File: config.mk
export PLATFORM = sky130hd
export DESIGN_NAME = gpr_restore
export DESIGN_NICKNAME = d
export VERILOG_FILES = /design/src/rtl/gpr_restore.sv
export SDC_FILE = /design/constraint.sdc
export NUM_CORES = 1
export LEC_CHECK = 0
export BUFFER_PORTS_ARGS = -buffer_cell sky130_fd_sc_hd__buf_2
export CORE_AREA = 3 3 428 430
export CTS_CLUSTER_DIAMETER = 100
export DETAILED_ROUTE_END_ITERATION = 10
export DIE_AREA = 0 0 431 433
export HOLD_SLACK_MARGIN = 0.05
export PLACE_DENSITY_LB_ADDON = 0.1
export SLEW_MARGIN = 30
export SYNTH_ARGS = -nofsm -noshare
export SYNTH_HDL_FRONTEND = slang
export SYNTH_SLANG_ARGS = --single-unit
File: constraint.sdc
create_clock -name clk -period 32.2 [get_ports clk]
set_input_delay 4.83 -clock clk [delete_from_list [all_inputs] [get_ports clk]]
set_output_delay 4.83 -clock clk [all_outputs]
set_load 0.01 [all_outputs]
File: src/rtl/gpr_restore.sv
// Loads a host-supplied GPR image into the core register file, reads it back to verify it,
// and flags the lowest register index whose readback mismatched. Holds the core stalled while busy.
//
//   state  | meaning
//   IDLE   | ready for an image, core runs
//   WRITE  | writing x1..x(N-1) from the captured image
//   VERIFY | issuing reads x1..x(N-1), plus one tail cycle for the last compare
//   DONE   | one-cycle completion pulse
module gpr_restore #(
    parameter int NUM_REGS = 32,  // 16 (RV32E) or 32 (RV32I)
    parameter int XLEN     = 32
) (
    input  logic                     clk,
    input  logic                     resetn,
    input  logic                     load_valid,
    output logic                     load_ready,
    input  logic [NUM_REGS*XLEN-1:0] load_image,
    output logic                     core_stall,
    output logic                     rf_we,
    output logic [4:0]               rf_waddr,
    output logic [XLEN-1:0]          rf_wdata,
    output logic [4:0]               rf_raddr,
    input  logic [XLEN-1:0]          rf_rdata,
    output logic                     done,
    output logic                     error,
    output logic [4:0]               err_idx
);

    localparam int         IW   = $clog2(NUM_REGS);
    localparam logic [4:0] LAST = 5'(NUM_REGS - 1);

    typedef enum logic [1:0] {IDLE, WRITE, VERIFY, DONE} state_t;

    state_t          state_q, state_d;
    logic [4:0]      idx_q, idx_d;
    logic            tail_q, tail_d;
    logic [XLEN-1:0] img_q [NUM_REGS];
    logic            cmp_vld_q;
    logic [4:0]      cmp_idx_q;
    logic            error_q;
    logic [4:0]      err_idx_q;
    logic            accept;

    assign accept = (state_q == IDLE) && load_valid;

    always_ff @(posedge clk) begin
        if (!resetn) begin
            state_q <= IDLE;
            idx_q   <= 5'd1;
            tail_q  <= 1'b0;
        end else begin
            state_q <= state_d;
            idx_q   <= idx_d;
            tail_q  <= tail_d;
        end
    end

    // Image buffer is deliberately not reset; it is only meaningful after an accept.
    always_ff @(posedge clk) begin
        if (accept) begin
            for (int i = 0; i < NUM_REGS; i++) begin
                img_q[i] <= load_image[i*XLEN +: XLEN];
            end
        end
    end

    // Read data arrives one cycle after the issue, so the issued index is delayed to match it.
    always_ff @(posedge clk) begin
        if (!resetn) begin
            cmp_vld_q <= 1'b0;
            cmp_idx_q <= 5'd0;
            error_q   <= 1'b0;
            err_idx_q <= 5'd0;
        end else begin
            cmp_vld_q <= (state_q == VERIFY) && !tail_q;
            cmp_idx_q <= idx_q;
            if (accept) begin
                error_q   <= 1'b0;
                err_idx_q <= 5'd0;
            end else if (cmp_vld_q && !error_q &&
                         (rf_rdata != img_q[cmp_idx_q[IW-1:0]])) begin
                error_q   <= 1'b1;
                err_idx_q <= cmp_idx_q;
            end
        end
    end

    always_comb begin
        state_d    = state_q;
        idx_d      = idx_q;
        tail_d     = tail_q;
        load_ready = 1'b0;
        rf_we      = 1'b0;
        rf_waddr   = 5'd0;
        rf_wdata   = '0;
        rf_raddr   = 5'd0;
        done       = 1'b0;
        case (state_q)
            IDLE: begin
                load_ready = 1'b1;
                if (load_valid) begin
                    state_d = WRITE;
                    idx_d   = 5'd1;
                    tail_d  = 1'b0;
                end
            end
            WRITE: begin
                rf_we    = 1'b1;
                rf_waddr = idx_q;
                rf_wdata = img_q[idx_q[IW-1:0]];
                if (idx_q == LAST) begin
                    state_d = VERIFY;
                    idx_d   = 5'd1;
                end else begin
                    idx_d = idx_q + 5'd1;
                end
            end
            VERIFY: begin
                if (tail_q) begin
                    state_d = DONE;
                    tail_d  = 1'b0;
                    idx_d   = 5'd1;
                end else begin
                    rf_raddr = idx_q;
                    if (idx_q == LAST) begin
                        tail_d = 1'b1;
                    end else begin
                        idx_d = idx_q + 5'd1;
                    end
                end
            end
            DONE: begin
                done    = 1'b1;
                state_d = IDLE;
            end
            default: state_d = IDLE;
        endcase
    end

    assign core_stall = (state_q != IDLE);
    assign error      = error_q;
    assign err_idx    = err_idx_q;

endmodule

## After elaboration in Yosys (flattened, before gate mapping)

Memories as Yosys holds them, arrays and structs flattened. A register that Yosys moved wholly into a read port is not among the register bits.
Index checks and enable logic that the tools add are counted.

- Bits in registers: 20
- RAM bits: 1024
- Input port bits: 1059
- Output and inout port bits: 52
- Logic and storage cells: 58
- Memories: 1

- Add/subtract/negate cells: 1
- Equal/unequal tests: 9
- Muxes and demuxes: 25
- Bitwise gates (word level): 1
- Reduce and logical (&&, ||, !) cells: 14

Memory list:

| memory | depth | width | rd ports | clocked after memory_dff | wr ports | RTL line | RTL |
|---|---|---|---|---|---|---|---|
| img_q | 32 | 32 | 2 | 2 | 32 | 37 | `logic [XLEN-1:0] img_q [NUM_REGS];` |

Operator list:

| cell | number |
|---|---|
| two-way mux 5 bit | 10 |
| two-way mux 32 bit | 1 |
| != test 32 bit | 1 |
| case mux 5 bit (3 select lines) | 1 |
| two-way mux 1 bit | 8 |
| case mux 2 bit (4 select lines) | 1 |
| two-way mux 2 bit | 3 |
| != test 2 bit (second input constant) | 3 |
| AND reduction 3 bit | 2 |
| adder 5 x 1 -> 5 bit (second input constant) | 1 |
| == test 5 bit (second input constant) | 1 |
| == test 2 bit (second input constant) | 2 |
| logical AND 1 bit | 4 |
| nonzero test 2 bit | 2 |
| != test 3 bit (second input constant) | 1 |
| nonzero test 3 bit | 1 |
| == test 2 x 1 -> 1 bit (second input constant) | 1 |
| logical NOT 1 bit | 2 |
| logical NOT 2 bit | 1 |
| case mux 1 bit (2 select lines) | 1 |
| AND reduction 2 bit | 1 |
| OR reduction 2 bit | 1 |
| inverter 1 bit | 1 |

## Longest topological paths before layout

Gate-level depths: netlist of the first run.

- Depth in word-level cells: 6
- Mapped depth: 15
- Mapped depth without buffers: 10

## Worst setup path before layout of the first run

No wires, ideal clock.

- Kind: input-to-reg
- Start point: input load_valid
- End point: register err_idx_q[0] (netlist: err_idx[0])
- Setup time: 164 ps
- Arrival time: 30080 ps
- Required time: 32036 ps
- Setup slack: 1956 ps
- Stages: 3
- Buffers on the path: 0
- Cells stage by stage: and2_1 -> nor2b_1 -> a21boi_1

- Cells in the longest elaborated chain, start to end: 2

RTL lines:

| element | RTL line | RTL |
|---|---|---|
| from (decl) | 15 | `input logic load_valid,` |
| logical AND 1 bit | 44 | `assign accept = (state_q == IDLE) && load_valid;` |
| OR reduction 2 bit (no source line) | - |  |
| to (signal assigned) | 83 | `err_idx_q <= cmp_idx_q;` |
| to (decl) | 41 | `logic [4:0] err_idx_q;` |

Every way passes these cells.
A chain may end at the register's enable or synchronous reset.

==> summary.md, run 1 <==
| Metric | Value |
|---|---|
| Flop pwr share | 0.421 |
| Post-synth EDFFs | between 1000 and 1500 |
| Max FO, Critical Path | 60 |
| Worst path required time | 27.37 ns |
| Die area | 187000 um^2 |
| Vias in the first global route | 32700 |
| Max_cap viols | 0 |
| PD cells | about 81 nW/um^2 |
| ANT nets after route | 0 |
| Ys async rst share | 0 |
| Seq/Total Area, Yosys | 0.642 |
| Synth warnings | 0 |
| WL final | 216 mm |
| Initial antenna violation count | 213 |
| Width of the chip | roughly 430 um |
| Largest net degree at the start of global routing | roughly 100 |
| Share of post-route cells with drive strength above 1 | 0.530 |
| Hold-fix buffers, CTS | 0 |
| Final Skew | 0.0272 ns |
| Synthesized net count | roughly 3500 |
| Row count | between 150 and 200 |
| First drt pass iteration count | 5 |
| Core Box Area | roughly 180000 um^2 |
| Gate count of the mapped netlist | 2403 |
| Placement Cell Area | between 50000 and 60000 um^2 |
| Global-route wire length before repair | approximately 290 mm |
| Slowest CP cell | dfxtp_4 |
| Final WS setup | 22.72 ns |
| Cell depth of the worst setup path | 7 |
| Final setup TNS | 0 ns |
| VDD IR max | ~42 uV |
| CP endpoint kind | output port |
| Max Root-Sink Buffers | 3 |
| Post-Place Worst Slack | 21.97 ns |
| Buf/Inv on CP | 3 |
| Vias per Instance | around 5.1 |
| Syn avg cell area | 20.3 um^2 |
| P_sw | between 1.5 and 2 mW |
| Post_cts resized | 0 |
| Period utilization | 0.294 |
| Net Sw Frac | 0.303 |
| WS Path Type | reg -> out |
| Post-CTS Repair Setup Buffers | 0 |
| # port buffers | around 1100 |
| Ports | ~1100 |
| Initial core utilization | 0.270 |
| Final Max Slew Viols | 0 |
| Setup Viol. Count Final | 0 |
| Crit path largest cell delay | approximately 0.98 ns |
| Drt drc | 0 |
| CP startpoint kind | register |
| Final core occ | 0.343 |
| Logic gate share of total power | 0.273 |
| Clk sinks | approximately 1000 |
| Min-delay worst type | reg -> reg |
| Main synth FF type | edfxtp_1 |
| Vias | between 30000 and 40000 |
| Cell mode on critical path | mux4_2 |
| DRT iter0 DRCs | approximately 2500 |
| Tot GR Track Use | 0.226 |
| Drt wl/cell | ~35 um |
| Status | completed |
| Relative slew margins | 0.302 |
| Die height | about 430 um |
| Synth cell types | 62 |
| Hold Path Depth | 2 |
| CP delay by family, top | buffers and inverters |
| Fin crit period | about 9.5 ns |
| Area grow syn2layout | 26.7% |
| Worst skew pair latency | between 0.7 and 0.8 ns |
| CP Cell Sequence | buf_6 -> buf_4 -> mux4_2 -> mux4_2 -> mux2i_1 -> nor2b_1 -> buf_2 |
| Most common cell after layout, fill and taps aside | buf_2 |
| CTS tree | done |
| Fmax | about 110 MHz |
| Finished Cell Area | 61700 um^2 |
| Synth Cell Area | 48700 um^2 |
| CTS Buf Count | between 100 and 150 |
| Nets@finish | roughly 4600 |
| Yosys reg bits | roughly 1000 |
| P_int | ~3.5 mW |
| Gpl congestion | just over 0.8 |
| Leak | 21.3 nW |
| Root Buffer | clkbuf_16 |
| H-tree levels | 4 |
| Clock power share | 0.306 |
| Final HPWL DP | approximately 160 mm |
| Worst Tran Pin Value | about 1.0 ns |
| Gr ovfl total | 0 |
| R2R depth | 8 |
| Final Hold Viols | 0 |
| RSZ-0062 raised after global routing | no |
| Commonest non-fill, non-tap cells in the layout | buf_2, edfxtp_1, mux4_2, mux2i_1, clkbuf_16 |
| Clock transition at path regs | 0.06 ns |
| CP Data Arrival Time | approximately 4.7 ns |
[final cells by class]
class,count,area (um^2)
repair buffers,1164,6130
flip-flops and latches,1049,31300
clock inverters,83,890
diodes,88,220
well taps,2370,2970
fillers,17300,118000
multi-input cells,1171,16700
inverters,7,33.8
clock buffers,158,3530
[cell families (layout without fill, tap and decap cells)]
logic type               after synthesis  after routing  share of synthesized area
flip-flops                          1049           1049                      0.642
XOR/XNOR                              26             26                    0.00468
adder cells (fa/ha/maj)                6              6                    0.00154
other                                  0             88                          0
buffers and inverters                183           1412                     0.0180
AND/OR/NAND/NOR                      222            222                     0.0244
multiplexers                         727            727                      0.282
AO/OA/AOI/OAI                        190            190                     0.0281
[flip-flops by register name, summed over array words and instances, names as in the netlist, named ones only]
name	cells
tail_q	1
idx_q	5
state_q	2
cmp_vld_q	1
cmp_idx_q	5
img_q	1024
error	1
err_idx	5
[stage by stage]
| step | cells | power (mW) | hold WS (ns) |
|---|---|---|---|
| 2_1_floorplan | 2403 | 3.40 | 0.483 |
| 3_3_place_gp | 5756 | 3.51 | 0.469 |
| 3_5_place_dp | 5757 | 3.51 | 0.476 |
| 4_1_cts | 5998 | 5.06 | 0.485 |
| 5_1_grt | 6051 | 5.22 | 0.514 |
| 6_report | 6090 | 4.99 | 0.483 |
[final timing paths]
check                                             start                      end  slack, ns
worst min register to register  err_idx[2]$_SDFFE_PP0P_  err_idx[2]$_SDFFE_PP0P_       0.48
worst max register to register  state_q[1]$_SDFFE_PN0P_   img_q[5][10]$_DFFE_PP_      26.06
worst min-delay path            err_idx[2]$_SDFFE_PP0P_  err_idx[2]$_SDFFE_PP0P_       0.48
worst max-delay path                           register              rf_wdata[9]      22.72
[synth_stat cells (5+ instances only)]
master | number | area share
edfxtp_1 | 1024 | 0.63
o21ai_0 | 12 | 0.0012
buf_6 | 8 | 0.0018
nor2b_1 | 49 | 0.0063
buf_2 | 43 | 0.0044
a22oi_1 | 60 | 0.0092
inv_1 | 5 | 0.00039
nor2_1 | 25 | 0.0019
xor2_1 | 6 | 0.0011
nor3_1 | 7 | 0.00072
mux4_2 | 513 | 0.24
a21oi_1 | 29 | 0.0030
nand3b_1 | 5 | 0.00077
nand3_1 | 31 | 0.0032
dfxtp_1 | 25 | 0.010
o22ai_1 | 21 | 0.0027
ha_1 | 6 | 0.0015
buf_1 | 42 | 0.0032
buf_4 | 14 | 0.0022
nand4_1 | 10 | 0.0013
a21boi_1 | 5 | 0.00077
nor4_1 | 7 | 0.00090
xnor2_1 | 20 | 0.0036
mux2i_1 | 199 | 0.041
o21ai_1 | 5 | 0.00051
a221oi_1 | 20 | 0.0036
nand2_1 | 46 | 0.0035
and2_1 | 24 | 0.0031
clkbuf_1 | 66 | 0.0051
mux2_2 | 15 | 0.0035
[power groups by stage]
| stage | registers (mW) | logic (mW) | clock network, mW |
|---|---|---|---|
| after floorplan | 2.46 | 0.938 | 0 |
| after global placement | 2.13 | 1.37 | 0 |
| after detailed placement | 2.13 | 1.38 | 0 |
| after CTS | 2.11 | 1.38 | 1.57 |
| after global routing | 2.14 | 1.46 | 1.63 |
| final | 2.10 | 1.36 | 1.53 |
[worst register-to-register path: cells and delay by family (launching register included)]
family	cells	cell delay, ns
buffers and inverters	6	4.00
AND/OR/NAND/NOR	1	0.80
adder cells (fa/ha/maj)	1	0.55
flip-flops	1	0.34
[metal layers]
layer	up-vias	GRT usage	wire length, um
met2	1449	0.399	113000
met3	488	0.0426	11700
met1	16500	0.274	83900
met4	16	0.0859	7590
li1	12800	-	-
met5	-	0	96
(Power assumes the default switching activity.)
==> run 2: changes to the inputs <==
- CORE_AREA: 3 3 428 430 -> 3 3 429 431
- DIE_AREA: 0 0 431 433 -> 0 0 432 434
- clock period: 32.2 -> 9.3 ns (I/O delays scaled with it)
==> summary.md, run 2 (synthesis results as in run 1) <==
| Metric | Value |
|---|---|
| Worst path required time | 7.91 ns (was 27.37 ns) |
| Leak | 21.2 nW (was 21.3 nW) |
| Final HPWL DP | 164 mm (was 162 mm) |
| RSZ-0062 raised after global routing | no (unchanged) |
| Clock transition at path regs | 0.06 ns (about the same) |
| Final Skew | 0.0194 ns (was 0.0272 ns) |
| Fin crit period | 5.66 ns |
| PD cells | 278 nW/um^2 (was 80.9 nW/um^2) |
| Most flops, register | img_q (unchanged) |
| CP startpoint kind | register (unchanged) |
| Worst skew pair latency | 0.79 ns (about the same) |
| Relative slew margins | 0.338 (was 0.302) |
| WHS | 0.480 ns (was 0.483 ns) |
| WL final | 218 mm (was 216 mm) |
| CTS Buf Count | 130 (was 133) |
| WS Path Type | reg -> out (unchanged) |
| Final WS setup | 3.64 ns (was 22.72 ns) |
| Post_cts resized | 0 (unchanged) |
| DRT iter0 DRCs | 2859 (was 2491) |
| Ports | 1111 (unchanged) |
| Max reg flops | 1024 (unchanged) |
| Share of post-route cells with drive strength above 1 | 0.526 (was 0.530) |
| Max FO, Critical Path | 48 (was 60) |
| Most common cell after layout, fill and taps aside | buf_2 (unchanged) |
| Drt wl/cell | 36.1 um (was 35.5 um) |
| Max Root-Sink Buffers | 3 (unchanged) |
| Area grow syn2layout | 26.0% (was 26.7%) |
| CTS tree | done (unchanged) |
| H-tree levels | 4 (unchanged) |
| Status | completed (unchanged) |
| ANT nets after route | 0 (unchanged) |
| Die area | 187000 um^2 (about the same) |
| Nets@finish | 4586 (was 4591) |
| Hold-fix buffers, CTS | 0 (unchanged) |
| CP Data Arrival Time | 4.26 ns (was 4.65 ns) |
| Vias per Instance | 5.16 (was 5.13) |
| First drt pass iteration count | 7 (was 5) |
| Drt drc | 0 (unchanged) |
| Gpl congestion | 0.807 (was 0.812) |
| Post-Place Worst Slack | 3.94 ns (was 21.97 ns) |
| Final Max Slew Viols | 0 (unchanged) |
| CP endpoint kind | output port (unchanged) |
| Final core occ | 0.340 (was 0.343) |
| Global-route wire length before repair | 285 mm (was 286 mm) |
| Row count | 156 (unchanged) |
| Post-CTS Repair Setup Buffers | 0 (unchanged) |
| Vias | 31200 (about the same) |
| Width of the chip | 432 um (was 431 um) |
| Final Hold Viols | 0 (unchanged) |
| # port buffers | 1110 (unchanged) |
| Tot GR Track Use | 0.227 (was 0.226) |
| Die height | 434 um (was 433 um) |
| Max_cap viols | 0 (unchanged) |
| Clk sinks | 1049 (unchanged) |
| Gr ovfl total | 0 (unchanged) |
| Setup Viol. Count Final | 0 (unchanged) |
| Period utilization | 0.608 |
| VDD IR max | 216 uV (was 42.3 uV) |
| Commonest non-fill, non-tap cells in the layout | buf_2, edfxtp_1, mux4_2, mux2i_1, clkbuf_16 (unchanged) |
| Initial core utilization | 0.270 (about the same) |
| Root Buffer | clkbuf_16 (unchanged) |
| Largest net degree at the start of global routing | 151 (was 102) |
| Worst Tran Pin Value | 0.994 ns (was 1.05 ns) |
| Core Box Area | 181000 um^2 (was 180000 um^2) |
| Vias in the first global route | 32300 (was 32700) |
| Initial antenna violation count | 197 (was 213) |
| # fillers | 17400 (was 17300) |
| Min-delay worst type | reg -> reg (unchanged) |
| Fmax | about 180 MHz |
-- run 2: cell count changes in the layout (fill, tap and decap cells not counted), moves of 3 or more --
cell	previous run	this run
clkbuf_1	20	26
bufinv_16	16	9
diode_2	88	67
clkinv_2	21	14
buf_4	37	34
clkinv_4	3	0
clkbuf_16	138	133
buf_6	8	4
buf_12	5	11
clkinv_1	27	31
-- run 2: through the flow --
step	TNS (ns)	instances	total power [mW]	area (um^2)
detailed placement	0	5756	12.3	57000
finish	0	6058	17.1	61400
global placement	0	5756	12.3	57000
floorplan	-0.149	2403	10.6	48700
global route	0	6031	17.8	61300
CTS	0	5988	17.3	61100
-- run 2: path summary, 6_finish.rpt --
check                                        startpoint                       to  slack, ns  cells after the start
worst max-delay path                           register             rf_wdata[31]       3.64                      7
worst min-delay path            err_idx[3]$_SDFFE_PP0P_  err_idx[3]$_SDFFE_PP0P_       0.48                      2
worst max register to register  cmp_idx_q[2]$_SDFF_PN0_  err_idx[1]$_SDFFE_PP0P_       4.13                     11
worst min register to register  err_idx[3]$_SDFFE_PP0P_  err_idx[3]$_SDFFE_PP0P_       0.48                      2
-- run 2: power by group --
| part | internal (mW) | switching (mW) | leakage (nW) |
|---|---|---|---|
| logic | 2.27 | 2.53 | 9.21 |
| clock network | 2.89 | 2.08 | 1.98 |
| registers | 6.62 | 0.682 | 9.98 |
-- run 2: final cells by class --
| type | instances | area, um^2 | area share |
|---|---|---|---|
| sequential | 1049 | 31300 | 0.510 |
| antenna | 67 | 168 | 0.00273 |
| tap | 2370 | 2970 | 0.0483 |
| multi-input combinational | 1171 | 16700 | 0.271 |
| clock inverter | 71 | 639 | 0.0104 |
| clock buffer | 161 | 3450 | 0.0563 |
| timing repair buffer | 1162 | 6160 | 0.100 |
| inverter | 7 | 28.8 | 0.000469 |
-- run 2: metal layers --
metal	up-vias	share of wire	GRT usage
met1	16500	0.39	0.275
met5	-	0.00058	0
li1	12800	-	-
met2	1472	0.52	0.401
met4	22	0.035	0.0829
met3	487	0.052	0.0417
-- run 2: critical path: stages, from the launching register on --
cell,delay [ns]
dfxtp_4,0.64
buf_4,0.62
buf_4,0.74
mux4_2,0.42
mux4_2,0.61
mux2i_1,0.19
nor2b_1,0.06
buf_2,0.14
